--- src/rtl/carfield_jtag_dtm_responder_if.sv ---
// ----------------------------------------------------------------------------
// carfield_jtag_dtm_responder_if : DMI request/response channel between DTM and DM
// Revision: 1.0
// ----------------------------------------------------------------------------
`default_nettype none

interface carfield_jtag_dtm_responder_if #(
  parameter int unsigned ABITS_W = 7
);
  logic               req_valid;
  logic               req_ready;
  logic [ABITS_W-1:0] req_addr;
  logic [31:0]        req_data;
  logic [1:0]         req_op;
  logic               rsp_valid;
  logic               rsp_ready;
  logic [31:0]        rsp_data;
  logic [1:0]         rsp_resp;

  modport master (
    output req_valid, req_addr, req_data, req_op, rsp_ready,
    input  req_ready, rsp_valid, rsp_data, rsp_resp
  );

  modport slave (
    input  req_valid, req_addr, req_data, req_op, rsp_ready,
    output req_ready, rsp_valid, rsp_data, rsp_resp
  );
endinterface

`default_nettype wire

--- src/rtl/carfield_jtag_dtm_responder.sv ---
// ----------------------------------------------------------------------------
// carfield_jtag_dtm_responder : RISC-V 0.13 JTAG DTM (TAP, IDCODE/DTMCS/DMI/BYPASS)
// Optional: CARFIELD_DTM_HARDRESET_EN enables dtmcs.dmihardreset handling.
// Revision: 1.0
// ----------------------------------------------------------------------------
`default_nettype none

module carfield_jtag_dtm_responder #(
  parameter logic [31:0] IDCODE_VALUE = 32'h0000_0DB3,
  parameter int unsigned ABITS_W      = 7,
  parameter int unsigned IR_LENGTH    = 5
) (
  input  logic                          tck_i,
  input  logic                          rst_n,
  input  logic                          trst_ni,
  input  logic                          tms_i,
  input  logic                          tdi_i,
  output logic                          tdo_o,
  output logic                          tdo_oe_o,
  carfield_jtag_dtm_responder_if.master dmi,
  output logic                          dmi_rst_no
);

  localparam int unsigned          DR_W        = ABITS_W + 34;
  localparam logic [IR_LENGTH-1:0] IR_IDCODE   = IR_LENGTH'(5'h01);
  localparam logic [IR_LENGTH-1:0] IR_DTMCS    = IR_LENGTH'(5'h10);
  localparam logic [IR_LENGTH-1:0] IR_DMI      = IR_LENGTH'(5'h11);
  localparam logic [IR_LENGTH-1:0] IR_CAPTURE  = IR_LENGTH'(5'b00101);
  localparam logic [5:0]           ABITS_FIELD = 6'(ABITS_W);

  typedef enum logic [3:0] {
    TLR, RTI, SEL_DR, CAP_DR, SH_DR, EX1_DR, PAUSE_DR, EX2_DR, UPD_DR,
    SEL_IR, CAP_IR, SH_IR, EX1_IR, PAUSE_IR, EX2_IR, UPD_IR
  } tap_state_e;

  typedef enum logic [1:0] {REQ_IDLE, REQ_SEND, REQ_RSP} req_state_e;

  logic                 w_rst_n;
  tap_state_e           r_tap, w_tap_next;
  req_state_e           r_req, w_req_next;
  logic [IR_LENGTH-1:0] r_ir, r_ir_shift;
  logic [DR_W-1:0]      r_dr, w_dr_next;
  logic [ABITS_W-1:0]   r_addr, r_req_addr;
  logic [31:0]          r_rdata, r_req_data;
  logic [1:0]           r_req_op, r_dmistat, w_stat;
  logic [31:0]          w_dtmcs_cap;
  logic                 w_busy, w_upd_dmi, w_upd_dtmcs, w_issue, w_busy_err;
  logic                 w_dmireset, w_hardreset, w_rsp_hs;
  logic                 w_req_valid, w_rsp_ready;

  // Either reset source (system or JTAG) clears the whole block.
  assign w_rst_n = rst_n & trst_ni;

  always_ff @(posedge tck_i or negedge w_rst_n) begin
    if (!w_rst_n) r_tap <= TLR;
    else          r_tap <= w_tap_next;
  end

  always_comb begin
    w_tap_next = r_tap;
    case (r_tap)
      TLR:      w_tap_next = tms_i ? TLR    : RTI;
      RTI:      w_tap_next = tms_i ? SEL_DR : RTI;
      SEL_DR:   w_tap_next = tms_i ? SEL_IR : CAP_DR;
      CAP_DR:   w_tap_next = tms_i ? EX1_DR : SH_DR;
      SH_DR:    w_tap_next = tms_i ? EX1_DR : SH_DR;
      EX1_DR:   w_tap_next = tms_i ? UPD_DR : PAUSE_DR;
      PAUSE_DR: w_tap_next = tms_i ? EX2_DR : PAUSE_DR;
      EX2_DR:   w_tap_next = tms_i ? UPD_DR : SH_DR;
      UPD_DR:   w_tap_next = tms_i ? SEL_DR : RTI;
      SEL_IR:   w_tap_next = tms_i ? TLR    : CAP_IR;
      CAP_IR:   w_tap_next = tms_i ? EX1_IR : SH_IR;
      SH_IR:    w_tap_next = tms_i ? EX1_IR : SH_IR;
      EX1_IR:   w_tap_next = tms_i ? UPD_IR : PAUSE_IR;
      PAUSE_IR: w_tap_next = tms_i ? EX2_IR : PAUSE_IR;
      EX2_IR:   w_tap_next = tms_i ? UPD_IR : SH_IR;
      UPD_IR:   w_tap_next = tms_i ? SEL_DR : RTI;
      default:  w_tap_next = TLR;
    endcase
  end

  assign w_busy      = (r_req != REQ_IDLE);
  assign w_stat      = (r_dmistat != 2'd0) ? r_dmistat : (w_busy ? 2'd3 : 2'd0);
  assign w_dtmcs_cap = {14'b0, 3'b0, 3'd1, r_dmistat, ABITS_FIELD, 4'd1};

  always_comb begin
    w_dr_next = r_dr;
    if (r_tap == CAP_DR) begin
      case (r_ir)
        IR_IDCODE: w_dr_next = DR_W'(IDCODE_VALUE | 32'h1);
        IR_DTMCS:  w_dr_next = DR_W'(w_dtmcs_cap);
        IR_DMI:    w_dr_next = {r_addr, r_rdata, w_stat};
        default:   w_dr_next = '0;
      endcase
    end else if (r_tap == SH_DR) begin
      case (r_ir)
        IR_IDCODE, IR_DTMCS: w_dr_next = DR_W'({tdi_i, r_dr[31:1]});
        IR_DMI:              w_dr_next = {tdi_i, r_dr[DR_W-1:1]};
        default:             w_dr_next = DR_W'(tdi_i);
      endcase
    end
  end

  always_ff @(posedge tck_i or negedge w_rst_n) begin
    if (!w_rst_n) begin
      r_ir       <= IR_IDCODE;
      r_ir_shift <= '0;
      r_dr       <= '0;
    end else begin
      r_dr <= w_dr_next;
      if (r_tap == TLR)         r_ir <= IR_IDCODE;
      else if (r_tap == UPD_IR) r_ir <= r_ir_shift;
      if (r_tap == CAP_IR)      r_ir_shift <= IR_CAPTURE;
      else if (r_tap == SH_IR)  r_ir_shift <= {tdi_i, r_ir_shift[IR_LENGTH-1:1]};
    end
  end

  always_ff @(negedge tck_i or negedge w_rst_n) begin
    if (!w_rst_n) tdo_o <= 1'b0;
    else          tdo_o <= (r_tap == SH_IR) ? r_ir_shift[0] : r_dr[0];
  end

  assign tdo_oe_o = (r_tap == SH_IR) || (r_tap == SH_DR);

  assign w_upd_dmi   = (r_tap == UPD_DR) && (r_ir == IR_DMI);
  assign w_upd_dtmcs = (r_tap == UPD_DR) && (r_ir == IR_DTMCS);
  assign w_issue     = w_upd_dmi && (r_dmistat == 2'd0) && !w_busy &&
                       ((r_dr[1:0] == 2'd1) || (r_dr[1:0] == 2'd2));
  assign w_busy_err  = w_upd_dmi && (r_dmistat == 2'd0) && w_busy;
  assign w_dmireset  = w_upd_dtmcs && r_dr[16];
  assign w_rsp_hs    = (r_req == REQ_RSP) && dmi.rsp_valid;

`ifdef CARFIELD_DTM_HARDRESET_EN
  logic r_dmi_rst_n;
  assign w_hardreset = w_upd_dtmcs && r_dr[17];

  always_ff @(posedge tck_i or negedge w_rst_n) begin
    if (!w_rst_n) r_dmi_rst_n <= 1'b1;
    else          r_dmi_rst_n <= !w_hardreset;
  end
  assign dmi_rst_no = r_dmi_rst_n;
`else
  assign w_hardreset = 1'b0;
  assign dmi_rst_no  = 1'b1;
`endif

  always_ff @(posedge tck_i or negedge w_rst_n) begin
    if (!w_rst_n) r_req <= REQ_IDLE;
    else          r_req <= w_req_next;
  end

  // Request and response phases are separate states so both handshakes never close together.
  always_comb begin
    w_req_next  = r_req;
    w_req_valid = 1'b0;
    w_rsp_ready = 1'b0;
    case (r_req)
      REQ_IDLE: if (w_issue) w_req_next = REQ_SEND;
      REQ_SEND: begin
        w_req_valid = 1'b1;
        if (dmi.req_ready) w_req_next = REQ_RSP;
      end
      REQ_RSP: begin
        w_rsp_ready = 1'b1;
        if (dmi.rsp_valid) w_req_next = REQ_IDLE;
      end
      default: w_req_next = REQ_IDLE;
    endcase
    if (w_hardreset) w_req_next = REQ_IDLE;
  end

  always_ff @(posedge tck_i or negedge w_rst_n) begin
    if (!w_rst_n) begin
      r_req_addr <= '0;
      r_req_data <= '0;
      r_req_op   <= '0;
      r_addr     <= '0;
      r_rdata    <= '0;
      r_dmistat  <= '0;
    end else begin
      if (w_issue) begin
        r_req_addr <= r_dr[DR_W-1:34];
        r_req_data <= r_dr[33:2];
        r_req_op   <= r_dr[1:0];
        r_addr     <= r_dr[DR_W-1:34];
      end
      if (w_rsp_hs) r_rdata <= dmi.rsp_data;
      if (w_dmireset || w_hardreset)             r_dmistat <= 2'd0;
      else if (w_busy_err)                       r_dmistat <= 2'd3;
      else if (w_rsp_hs && dmi.rsp_resp == 2'd2) r_dmistat <= 2'd2;
    end
  end

  assign dmi.req_valid = w_req_valid;
  assign dmi.req_addr  = r_req_addr;
  assign dmi.req_data  = r_req_data;
  assign dmi.req_op    = r_req_op;
  assign dmi.rsp_ready = w_rsp_ready;

endmodule

`default_nettype wire
--- src/flat_wrapper.sv ---
// flat-port wrapper written by rule: the top's interface ports become plain ports
module carfield_jtag_dtm_responder_flat 
#(
  parameter logic [31:0] IDCODE_VALUE = 32'h0000_0DB3,
  parameter int unsigned ABITS_W      = 7,
  parameter int unsigned IR_LENGTH    = 5
)
  (tck_i, rst_n, trst_ni, tms_i, tdi_i, tdo_o, tdo_oe_o, dmi_rst_no, dmi_req_valid, dmi_req_addr, dmi_req_data, dmi_req_op, dmi_rsp_ready, dmi_req_ready, dmi_rsp_valid, dmi_rsp_data, dmi_rsp_resp);
  carfield_jtag_dtm_responder_if #(.ABITS_W(ABITS_W)) dmi_i ();
  input  logic tck_i;
  input  logic rst_n;
  input  logic trst_ni;
  input  logic tms_i;
  input  logic tdi_i;
  output logic tdo_o;
  output logic tdo_oe_o;
  output logic dmi_rst_no;
  output wire logic [$bits(dmi_i.req_valid)-1:0] dmi_req_valid;
  output wire logic [$bits(dmi_i.req_addr)-1:0] dmi_req_addr;
  output wire logic [$bits(dmi_i.req_data)-1:0] dmi_req_data;
  output wire logic [$bits(dmi_i.req_op)-1:0] dmi_req_op;
  output wire logic [$bits(dmi_i.rsp_ready)-1:0] dmi_rsp_ready;
  input wire logic [$bits(dmi_i.req_ready)-1:0] dmi_req_ready;
  input wire logic [$bits(dmi_i.rsp_valid)-1:0] dmi_rsp_valid;
  input wire logic [$bits(dmi_i.rsp_data)-1:0] dmi_rsp_data;
  input wire logic [$bits(dmi_i.rsp_resp)-1:0] dmi_rsp_resp;
  assign dmi_req_valid = dmi_i.req_valid;
  assign dmi_req_addr = dmi_i.req_addr;
  assign dmi_req_data = dmi_i.req_data;
  assign dmi_req_op = dmi_i.req_op;
  assign dmi_rsp_ready = dmi_i.rsp_ready;
  assign dmi_i.req_ready = dmi_req_ready;
  assign dmi_i.rsp_valid = dmi_rsp_valid;
  assign dmi_i.rsp_data = dmi_rsp_data;
  assign dmi_i.rsp_resp = dmi_rsp_resp;
  carfield_jtag_dtm_responder #(.IDCODE_VALUE(IDCODE_VALUE), .ABITS_W(ABITS_W), .IR_LENGTH(IR_LENGTH)) u_core (.tck_i(tck_i), .rst_n(rst_n), .trst_ni(trst_ni), .tms_i(tms_i), .tdi_i(tdi_i), .tdo_o(tdo_o), .tdo_oe_o(tdo_oe_o), .dmi(dmi_i), .dmi_rst_no(dmi_rst_no));
endmodule
--- config.mk ---
export PLATFORM = sky130hd
export DESIGN_NAME = carfield_jtag_dtm_responder_flat
export DESIGN_NICKNAME = d
export VERILOG_FILES = /design/src/rtl/carfield_jtag_dtm_responder_if.sv /design/src/rtl/carfield_jtag_dtm_responder.sv /design/src/flat_wrapper.sv
export SDC_FILE = /design/constraint.sdc
export NUM_CORES = 1
export LEC_CHECK = 0
export ABC_AREA = 0
export BUFFER_PORTS_ARGS = -buffer_cell sky130_fd_sc_hd__buf_2
export CAP_MARGIN = 20
export CORE_AREA = 5 5 122 124
export DETAILED_ROUTE_END_ITERATION = 8
export DIE_AREA = 0 0 127 129
export PLACE_DENSITY_LB_ADDON = 0.2
export SETUP_SLACK_MARGIN = 0.5
export SLEW_MARGIN = 20
export SYNTH_ARGS = -nofsm -noshare
export SYNTH_HDL_FRONTEND = slang
export SYNTH_SLANG_ARGS = --single-unit
--- constraint.sdc ---
create_clock -name tck_i -period 6.9 [get_ports tck_i]
set_input_delay 1.38 -clock tck_i [delete_from_list [all_inputs] [get_ports tck_i]]
set_output_delay 1.38 -clock tck_i [all_outputs]
set_load 0.005 [all_outputs]
==> reports/qor.txt, run 1 <==
Status: completed
Core Rows: 43
Final non-filler cell total: 776
RePlAce Congestion: 0.820
Die Ht: 129 µm
Post-synth EDFFs: 0
IO buf count: 85
Core Area: 13700 µm²
YS warnings: 0
CTS sink count: 133
Vias: 4224
Die footprint: 16400 µm²
Synth Net Count: 548
Count of different cell masters after synthesis: 53
Fin util: 52.9%
Worst EP arrival: 4380 ps
Initial antenna violation count: 0
CP Class: reg2out
Ports: 87
Synth Register Bits: 133
Final wirelength: 13.6 mm
Crit Path Max Fanout: 1
H-tree depth: 4
Worst slew pin tran: 1120 ps
Placed Cells: 744
Drt pass-1 iters: 4
CTS resizes: 0
Root Buffer: clkbuf_16
Reg2Reg Setup Slack: 1810 ps
Mapped Area: 6010 µm²
CTS tree: yes
Synth Flop Type: dfrtp_1
Worst hold endpoint: u_core.r_rdata[5]
CP Buf/Inv Count: 1
Critical R2R Capture: u_core.tdo_o
Pre-CTS setup slack: 1560 ps
WL/cell: 17.6 µm
# setup viols final: 0
Via/cell ratio: 5.44
R2R cell count: 3
P_leak: 0.00363 µW
Hold path cells: 1
Layout cells sized above 1: 34.9%
Crit start category: flip-flop
CP max stage cell: dfrtn_1
Setup TNS: 0 ps
Largest net degree at the start of global routing: 55
Post-route setup slack: 1140 ps
Min-delay src: u_core.r_rdata[5]
Pwr/cell area: 374 nW/µm²
Initial core utilization: 44.0%
First-pass GRT wire length: 22.4 mm
Asr flop ratio synth: 100%
Area occupied by multi-input gates: 2490 µm²
Post-synthesis cell count: 507
Post-CTS Hold Buffers: 0
CP endpoint kind: output port
GRT Residual Overflow: 0
Clock skew: 23.3 ps
Overall global routing resource usage: 17.5%
Slew HR: 25.4%
Max clock buf depth: 2
Clock slew at reported path FFs: 60 ps
Max stage delay on crit path: 410 ps
WP data required: 5520 ps
Ordered list of cells on the worst path: buf_2
Worst vdd ir: 0.000274 V
Routed Antenna Nets: 0
Hold WC Path Type: reg2reg
Postcts setup bufs: 0
Reg area: 3330 µm²
Num CTS Buffers: 17
Post-synthesis sequential area ratio: 55.4%
Worst-Skew Late Latency: 410 ps
Vias in the first global route: 4316
Worst R2R Start: u_core.r_tap[3]
Half-perimeter wire length after placement: 8.94 mm
Hold Violations, Final: 0
DRC violations left: 0
1st-iter DRT viols: 343
FILL cells: 1208
# diodes: 0
Die W: 127 µm
Mean post-synth cell area: 11.9 µm²
Synth-to-layout area growth: 20.1%
CP delay by family, top: flip-flops
Max-cap violations: 0
Max-slew violation count: 0
Nets@finish: 624
Unrepaired setup endpoints after global routing: false
area by class of cell:
| cell class | instances | area share (%) |
|---|---|---|
| clock buffers | 20 | 6.46 |
| clock inverters | 12 | 2.75 |
| inverters | 6 | 0.312 |
| multi-input cells | 332 | 34.5 |
| flip-flops and latches | 133 | 46.1 |
| well taps | 180 | 3.12 |
| repair buffers | 93 | 6.72 |
power by group:
part | total [µW] | internal (µW) | switching (µW)
Sequential | 1100 | 926 | 174
Combinational | 600 | 246 | 354
Clock | 999 | 670 | 329
Total | 2700 | 1840 | 858
worst max-delay path by stage:
stage	from	end	slack, ps	cells past startpoint
2_1_floorplan	rst_n	u_core.tdo_o	990	1
3_3_place_gp	u_core.tdo_o	tdo_o	1540	1
3_5_place_dp	u_core.tdo_o	tdo_o	1560	1
4_1_cts	u_core.tdo_o	tdo_o	1120	1
5_1_grt	u_core.tdo_o	tdo_o	1120	1
6_report	u_core.tdo_o	tdo_o	1140	1
through the flow:
step | hold slack, ps | total power (µW) | cell area, µm²
after floorplan | 465 | 1540 | 6020
after global placement | 484 | 1680 | 6560
after detailed placement | 490 | 1710 | 6560
after CTS | 503 | 2720 | 7220
after global routing | 515 | 2860 | 7220
final | 499 | 2700 | 7220
cells by family (layout without fill, tap and decap cells):
| family | after synthesis | in the layout | share of synthesized area (%) |
|---|---|---|---|
| other | 1 | 1 | 0.0623 |
| xor gates and xnor gates | 2 | 2 | 0.291 |
| DFF | 133 | 133 | 55.4 |
| muxes | 83 | 83 | 17.7 |
| AOI/OAI and AO/OA | 98 | 98 | 11.3 |
| and+or+nand+nor | 148 | 148 | 11.8 |
| buffers and inverters | 42 | 131 | 3.41 |
registers in the layout, summed over array words and instances, names as in the netlist:
| signal | flops |
|---|---|
| u_core.dmi.req_data | 32 |
| u_core.dmi.req_op | 2 |
| u_core.r_addr | 7 |
| u_core.r_dmistat | 2 |
| u_core.r_dr | 41 |
| u_core.r_ir | 5 |
| u_core.r_ir_shift | 5 |
| u_core.r_rdata | 32 |
| u_core.r_req | 2 |
| u_core.r_tap | 4 |
| u_core.tdo_o | 1 |
per-layer routing:
| layer | vias to the layer above | track usage, % | wire [µm] |
|---|---|---|---|
| met5 | - | 0 | 0 |
| met4 | 0 | 6.75 | 218 |
| met3 | 20 | 4.82 | 809 |
| met2 | 111 | 27.5 | 6530 |
| met1 | 2118 | 23.3 | 6090 |
| li1 | 1975 | - | - |
synth_stat cells (all sizes together), types with 2 or more instances:
master	instances	area share, %
nand3	8	0.75
mux2	72	16
buf	12	1.5
nand3b	2	0.25
nor2b	9	0.94
o31a	2	0.29
o21ai	17	1.4
nor2	60	3.7
or3	3	0.31
dfrtp	131	55
or4	2	0.31
inv	6	0.37
a21oi	20	1.7
nand2	41	2.6
o311ai	3	0.44
o211ai	5	0.62
o31ai	11	1.4
a221oi	21	3.1
mux2i	11	1.8
nor3	7	0.67
o22ai	7	0.73
nand2b	7	0.73
a22oi	3	0.37
clkbuf	24	1.5
a22o	3	0.44
layout by cell type (no fill, tap or decap), types with 2 or more instances in the layout:
cell type and instances:
o31a_1 2, bufinv_16 5, o31ai_1 11, or3_1 3, a21oi_1 19, nand2_1 41, dfrtp_1 131, clkinv_2 3
o211ai_1 5, nand2b_1 7, mux2_4 39, o311ai_0 3, a22o_1 3, mux2_2 33, clkbuf_16 17, nand3b_1 2
clkinv_4 2, o21ai_0 17, clkbuf_8 3, buf_4 8, inv_1 6, nor3_1 5, nor2_1 60, mux2i_1 11
a221oi_1 21, o22ai_1 7, nand3_1 7, buf_2 85, nor2b_1 9, a22oi_1 3
Note: power is estimated with default switching activity, not from simulation.
==> run 2, diff against run 1 <==
clock period = 4.75 ns   (was 6.9 ns; I/O delays follow)
==> run 2 against run 1 <==
First-iteration DRC count shrank 15%. Utilization fell by 0.26 points. Register-to-register slack worse by 1000 ps. Design area fell by 0.49%. Clock skew up 0.98 ps.
==> reports/qor.txt, run 2 (synthesis results as in run 1) <==
Status: completed
1st-iter DRT viols: 292
Commonest cells after routing, fill and taps aside: dfrtp_1, buf_2, nor2_1
Worst R2R Start: u_core.r_tap[3]
Initial antenna violation count: 0
Combinational share of power: 22.6%
RePlAce Congestion: 0.775
Vias in the first global route: 4224
Initial core utilization: 44.0%
DP Area: 6570 µm²
Synth-to-layout area growth: 19.5%
Min-delay src: u_core.r_rdata[5]
H-tree depth: 4
Nets@finish: 625
FILL cells: 1231
Worst slew pin tran: 1080 ps
Routed Antenna Nets: 0
Via/cell ratio: 5.44
Biggest register: u_core.r_dr
Drt pass-1 iters: 4
Top sig layer: met4
First-pass GRT wire length: 22.1 mm
P_leak: 0.00361 µW
Clock slew at reported path FFs: 50 ps
Pwr/cell area: 533 nW/µm²
Max-cap violations: 0
IO buf count: 85
Unrepaired setup endpoints after global routing: true
Max stage delay on crit path: 430 ps
Overall global routing resource usage: 17.0%
Met3 Wirelength: 681 µm
Ports: 87
Largest register FFs: 41
Hold WC Path Type: reg2reg
Worst-Skew Late Latency: 410 ps
Core Rows: 43
Layout cells sized above 1: 34.2%
Commonest non-fill, non-tap cell in the layout: dfrtp_1
CP Class: reg2out
Die footprint: 16400 µm²
WP data required: 3800 ps
# diodes: 0
Design Area, Final: 7190 µm²
Slew HR: 27.9%
# setup viols final: 0
Share of power burned in the clock network: 35.7%
Worst vdd ir: 0.000308 V
WL met1: 6.14 mm
WL met2: 6.57 mm
Ordered list of cells on the worst path: buf_2
Vias: 4228
Num CTS Buffers: 17
Sw power: 1220 µW
CP delay by family, top: flip-flops
Net Sw Frac: 31.9%
Hold Violations, Final: 0
Largest net degree at the start of global routing: 80
Postcts setup bufs: 0
CTS sink count: 133
Setup TNS: 0 ps
Clock skew: 24.2 ps
CP max stage cell: dfrtn_1
Total power: 3830 µW
CP Buf/Inv Count: 1
Die Ht: 129 µm
Max clock buf depth: 2
Die W: 127 µm
GRT Residual Overflow: 0
WL/cell: 17.5 µm
Sequential share of power: 41.7%
Max-slew violation count: 0
Pint: 2610 µW
Crit start category: flip-flop
Launch point of the worst path: u_core.tdo_o
Final wirelength: 13.6 mm
Root Buffer: clkbuf_16
DRC violations left: 0
CP endpoint kind: output port
Core Area: 13700 µm²
Crit Path Max Fanout: 1
Half-perimeter wire length after placement: 8.91 mm
Worst EP arrival: 3320 ps
CTS tree: yes
## run 2: changes by cell type in the layout (fill, tap and decap cells not counted), sizes merged
cell / change
clkinv: -1
inv: -1
clkbuf: +4
bufinv: -1
clkinvlp: -1
buf: +1
## run 2: final cells by class
class / instances / area (µm²) / share of cell area, %
clock inverter: 8 / 148 / 2.05
timing repair buffer: 94 / 497 / 6.91
tap: 180 / 225 / 3.13
sequential: 133 / 3330 / 46.3
multi-input combinational: 332 / 2490 / 34.7
clock buffer: 24 / 472 / 6.56
inverter: 6 / 22.5 / 0.313
## run 2: final timing paths
path	endpoint	slack, ps	cells after the start
max	tdo_o	480	1
max in group asynchronous	u_core.tdo_o	1870	2
min	u_core.r_rdata[5]	500	1
max reg2reg	u_core.tdo_o	770	3
min reg2reg	u_core.r_rdata[5]	500	1
min in group asynchronous	u_core.r_dr[37]	830	3
## run 2: repair_timing
item | in CTS | in global routing
gates resized for setup | 0 | 0
hold buffers | 0 | 0
endpoints found under the setup margin | 1 | 1
## run 2: layer usage
| metal | up-vias | track usage, % |
|---|---|---|
| met2 | 101 | 26.6 |
| met5 | - | 0 |
| met4 | 0 | 5.74 |
| met3 | 16 | 4.23 |
| met1 | 2136 | 23.5 |
| li1 | 1975 | - |
## run 2: power groups by stage
stage	Clock, µW	Sequential [µW]	Combinational (µW)
3_5_place_dp	0	1610	878
4_1_cts	1390	1590	881
3_3_place_gp	0	1590	853
5_1_grt	1440	1640	978
2_1_floorplan	0	1480	764
6_report	1370	1600	867
## run 2: through the flow
stage	hold slack, ps	instances	setup slack (ps)	utilization, %
after floorplan	465	507	343	-
after global placement	483	745	878	48.0
after detailed placement	487	745	806	48.0
after CTS	499	777	480	52.6
after global routing	512	777	464	52.6
final	497	777	484	52.6
